**config.mk**
```make
export PLATFORM = sky130hd
export DESIGN_NAME = conv_sequencer
export DESIGN_NICKNAME = d
export VERILOG_FILES = /design/src/rtl/conv_sequencer.sv
export SDC_FILE = /design/constraint.sdc
export NUM_CORES = 1
export LEC_CHECK = 0
export BUFFER_PORTS_ARGS = -buffer_cell sky130_fd_sc_hd__buf_2
export CELL_PAD_IN_SITES_DETAIL_PLACEMENT = 0
export CELL_PAD_IN_SITES_GLOBAL_PLACEMENT = 1
export CORE_UTILIZATION = 40
export CTS_BUF_LIST = sky130_fd_sc_hd__clkbuf_16
export DETAILED_ROUTE_END_ITERATION = 10
export MAX_ROUTING_LAYER = met4
export PLACE_DENSITY = 0.86
export SLEW_MARGIN = 20
export SYNTH_ARGS = -nofsm -noshare
export SYNTH_HDL_FRONTEND = slang
export SYNTH_SLANG_ARGS = --single-unit
```
**constraint.sdc**
```tcl
create_clock -name clk -period 3.5 [get_ports clk]
set_input_delay 0.35 -clock clk [delete_from_list [all_inputs] [get_ports clk]]
set_output_delay 0.35 -clock clk [all_outputs]
set_load 0.005 [all_outputs]
```
**src/rtl/conv_sequencer.sv**
```systemverilog
`default_nettype none
// ============================================================================
//  Module   : conv_sequencer
//  Brief    : Steps a KxK filter window over an IMG_W x IMG_H image, issuing
//             one MAC tap per cycle and one result write per output pixel.
//  Revision : 1.0 - initial release
// ============================================================================
module conv_sequencer #(
    parameter int IMG_W = 4,
    parameter int IMG_H = 4,
    parameter int K     = 3,
    parameter int AW    = 4,
    parameter int RW    = 2
) (
    input  logic          clk,
    input  logic          rst,        // asynchronous, active low
    input  logic          start,
    input  logic          abort,
    input  logic          load_ack,
    input  logic          stall,
    output logic [1:0]    state,
    output logic          load_req,
    output logic          mac_en,
    output logic          mac_first,
    output logic [AW-1:0] data_idx,
    output logic [3:0]    flt_idx,
    output logic          res_we,
    output logic [RW-1:0] res_addr,
    output logic          busy,
    output logic          done
);

    localparam int c_OUT_W = IMG_W - K + 1;
    localparam int c_OUT_H = IMG_H - K + 1;
    localparam int c_KW    = (K > 1)       ? $clog2(K)       : 1;
    localparam int c_XW    = (c_OUT_W > 1) ? $clog2(c_OUT_W) : 1;
    localparam int c_YW    = (c_OUT_H > 1) ? $clog2(c_OUT_H) : 1;

    localparam logic [c_KW-1:0] c_KMAX = c_KW'(K - 1);
    localparam logic [c_XW-1:0] c_XMAX = c_XW'(c_OUT_W - 1);
    localparam logic [c_YW-1:0] c_YMAX = c_YW'(c_OUT_H - 1);

    typedef enum logic [1:0] {
        S_IDLE    = 2'd0,
        S_LOAD    = 2'd1,
        S_COMPUTE = 2'd2,
        S_WRITE   = 2'd3
    } state_t;

    state_t          r_state, w_state_nxt;
    logic [c_KW-1:0] r_kx, r_ky, w_kx_nxt, w_ky_nxt;
    logic [c_XW-1:0] r_ox, w_ox_nxt;
    logic [c_YW-1:0] r_oy, w_oy_nxt;
    logic            r_done, w_done_nxt;

    logic [AW-1:0]   w_row;
    logic [AW-1:0]   w_col;

    // State, window/tap counters and the done pulse register
    always_ff @(posedge clk or negedge rst) begin
        if (!rst) begin
            r_state <= S_IDLE;
            r_kx    <= '0;
            r_ky    <= '0;
            r_ox    <= '0;
            r_oy    <= '0;
            r_done  <= 1'b0;
        end else begin
            r_state <= w_state_nxt;
            r_kx    <= w_kx_nxt;
            r_ky    <= w_ky_nxt;
            r_ox    <= w_ox_nxt;
            r_oy    <= w_oy_nxt;
            r_done  <= w_done_nxt;
        end
    end

    // Next-state and counter stepping; abort always returns to IDLE with
    // counters cleared so the next pass starts at window 0 / tap 0
    always_comb begin
        w_state_nxt = r_state;
        w_kx_nxt    = r_kx;
        w_ky_nxt    = r_ky;
        w_ox_nxt    = r_ox;
        w_oy_nxt    = r_oy;
        w_done_nxt  = 1'b0;
        case (r_state)
            S_IDLE: begin
                if (start && !abort) begin
                    w_state_nxt = S_LOAD;
                    w_kx_nxt    = '0;
                    w_ky_nxt    = '0;
                    w_ox_nxt    = '0;
                    w_oy_nxt    = '0;
                end
            end
            S_LOAD: begin
                if (load_ack) begin
                    w_state_nxt = S_COMPUTE;
                end
            end
            S_COMPUTE: begin
                if (!stall) begin
                    if (r_kx == c_KMAX) begin
                        w_kx_nxt = '0;
                        if (r_ky == c_KMAX) begin
                            w_ky_nxt    = '0;
                            w_state_nxt = S_WRITE;
                        end else begin
                            w_ky_nxt = r_ky + c_KW'(1);
                        end
                    end else begin
                        w_kx_nxt = r_kx + c_KW'(1);
                    end
                end
            end
            S_WRITE: begin
                w_state_nxt = S_COMPUTE;
                if (r_ox == c_XMAX) begin
                    w_ox_nxt = '0;
                    if (r_oy == c_YMAX) begin
                        w_oy_nxt    = '0;
                        w_state_nxt = S_IDLE;
                        w_done_nxt  = 1'b1;
                    end else begin
                        w_oy_nxt = r_oy + c_YW'(1);
                    end
                end else begin
                    w_ox_nxt = r_ox + c_XW'(1);
                end
            end
            default: begin
                w_state_nxt = S_IDLE;
            end
        endcase

        if (abort && (r_state != S_IDLE)) begin
            w_state_nxt = S_IDLE;
            w_kx_nxt    = '0;
            w_ky_nxt    = '0;
            w_ox_nxt    = '0;
            w_oy_nxt    = '0;
            w_done_nxt  = 1'b0;
        end
    end

    // Index decode: counters sit at zero outside a pass, so the indices
    // read zero in IDLE without extra gating
    assign w_row    = AW'(r_oy) + AW'(r_ky);
    assign w_col    = AW'(r_ox) + AW'(r_kx);
    assign data_idx = w_row * AW'(IMG_W) + w_col;
    assign flt_idx  = 4'(r_ky) * 4'(K) + 4'(r_kx);
    assign res_addr = RW'(r_oy) * RW'(c_OUT_W) + RW'(r_ox);

    assign state     = r_state;
    assign load_req  = (r_state == S_LOAD);
    // The tap strobe is the one output gated by an input: a stalled datapath
    // must see mac_en drop in the same cycle the counters freeze
    assign mac_en    = (r_state == S_COMPUTE) && !stall;
    assign mac_first = mac_en && (r_kx == '0) && (r_ky == '0);
    assign res_we    = (r_state == S_WRITE);
    assign busy      = (r_state != S_IDLE);
    assign done      = r_done;

endmodule
`default_nettype wire
```
==> results_dict.tcl <==
set metrics [dict create \
    post_synth_num_cell_types 34 \
    post_cts_resized 0 \
    dieArea_um2 2200 \
    drt_iter0_drc 5 \
    grt_pass1_wl_um 2960 \
    grt_pass1_vias 670 \
    r2r-start "state[1]" \
    final_cells 133 \
    numClockSinks 9 \
    cp-startpoint "r_kx[1]" \
    use_met2_pct 32.8 \
    syn-num-nets 104 \
    crit_type "reg2out" \
    placed_cells 128 \
    dp_hpwl_um 1280 \
    path_clk_slew_ns 0.04 \
    ys_ff_latch 9 \
    syn_inst 87 \
    finalCritPeriodShare_pct 71.7 \
    vdd_drop_max_mv 0.197 \
    grtUsageMet1_pct 24.7 \
    viasPerCell 5.41 \
    cellPowerDensity_nw_per_um2 418 \
    layout_min_cycle_time_ns 2.51 \
    clk_path_buf_depth 2 \
    hold_buffers 1 \
    coreArea_um2 1800 \
    synth_area_leaders "dfrtp_1 28%, ha_1 14%, inv_1 5.1%" \
    p_total_uw 419 \
    ios 24 \
    maxSlewHeadroom_pct 65.7 \
    clock_latency_ns 0.24 \
    grt_use_total_pct 21.0 \
    synth_commonest_cells "11 x inv_1, 9 x dfrtp_1, 9 x ha_1" \
    rsz0062_at_grt "no" \
    holdWs_ns 0.407 \
    ys_warn_count 0 \
    setup_ws_ns 0.991 \
    gr-total-overflow 0 \
    fin_worst_skew_ns 0.00374 \
    final_cell_area_um2 1000 \
    syn_area_per_cell_um2 9.29 \
    h-tree-depth 1 \
    firstDrtPassIters 4 \
    dieHeight_um 47.0 \
    cts_setup_buffers 0 \
    yosysMostFrequentCell "inv_1" \
    globalplace.congestion 0.777 \
    diodes 0 \
    final_util_pct 55.6 \
    max_freq_mhz 399 \
    crit_arrival_ns 2.16 \
    hold_violations 0 \
    die_w_um 47.0 \
    endpoint_kind "output port" \
    synth_top_area_cell "dfrtp_1" \
    cts_made_buffers 3 \
    slew_violations 0 \
    area_growth_syn_to_layout_pct 23.8 \
    async_reset_ff_share_pct 100 \
    p_leak_nw 0.529 \
    start_util_pct 44.9 \
    maxCapViolCount 0 \
    grt_start_max_net_pins 20 \
    worstMarginPinSlew_ns 0.514 \
    preCtsSetupSlack_ns 1.26 \
    antenna_found_initial 0 \
    setup-tns-final_ns 0 \
    setup_viol 0 \
    crit_required_ns 3.15 \
    synthFlopType "dfrtp_1" \
    use_met3_pct 3.46 \
    synth_edf_count 0 \
    start_kind "flop" \
    yosysTopAreaCellShare_pct 27.9 \
    status "finished clean" \
    grt_busiest_layer "met2" \
    rows 15 \
    hp-class "in2reg" \
    routed_wirelength_um 1800 \
    root_buffer "clkbuf_16" \
    min_from "load_ack" \
    wire_per_inst_um 13.5 \
    drive_gt1_share_pct 26.9 \
    path_max_fanout 7 \
    yosysSeqAreaShare_pct 27.9 \
    cts_tree "yes" \
    drcViolationCount 0 \
    route.vias.total 719 \
    synth_area_um2 808 \
    portBuffers 23 \
    nNetsFinal 126 \
    place_area_um2 912 \
    ant_nets 0 \
]
==> power by group <==
group | switching, mW | internal [mW] | total [mW]
clock | 0.0545 | 0.150 | 0.204
sequential | 0.0264 | 0.111 | 0.138
combinational | 0.0396 | 0.0369 | 0.0765
==> critical path: stages (launching register included) <==
cell and delay, ns:
dfrtp_1 0.46, inv_1 0.12, fa_1 0.54, inv_1 0.04
ha_1 0.19, fa_1 0.47, buf_2 0.10
==> final cells by class <==
type,count,area [µm²]
Tap cell,25,31.3
Clock inverter,1,3.75
Clock buffer,3,75.1
Multi-Input combinational cell,60,499
Timing Repair Buffer,24,125
Inverter,11,41.3
Fill cell,167,801
Sequential cell,9,225
==> flip-flops by register name, summed over array words and instances (netlist names) <==
register	flops
done	1
r_ox	1
r_kx	2
state	2
r_oy	1
r_ky	2
==> path summary, 6_finish.rpt <==
path | endpoint | slack, ns | cells after the start
setup / recovery | flt_idx[2] | 0.99 | 6
hold / removal | state[0] | 0.41 | 3
setup reg to reg | r_kx[0] | 1.90 | 3
hold reg to reg | r_oy | 0.63 | 1
max in group asynchronous | r_kx[0] | 2.82 | 2
min in group asynchronous | r_kx[1] | 0.49 | 2
==> cell families (layout without fill, tap and decap cells) <==
logic type	count (synthesis)	count (layout)	synth area share, %
flops	9	9	27.9
xor+xnor	4	4	4.34
compound gates	17	17	16.3
fa+ha+maj	11	11	18.9
simple gates	28	28	22.3
buf+inv	18	39	10.4
==> cell usage in the layout (no fill, tap or decap), types with 2 or more instances in the layout <==
master      n
fa_1        2
nor2_1      3
a32o_1      2
inv_1      12
nor3_1      2
xor2_1      3
nor2b_1     3
o22ai_1     3
nand2_1     6
a22oi_1     2
o21ai_0     2
a211oi_1    2
nand3_1     4
buf_2      23
ha_1        9
nand2b_1    2
dfrtp_1     9
clkbuf_16   3
==> per-layer routing <==
metal	routed length, µm	vias up
met4	68	0
met1	826	337
met5	0	-
li1	-	349
met2	820	26
met3	83	7
Note: power is estimated with default switching activity, not from simulation.
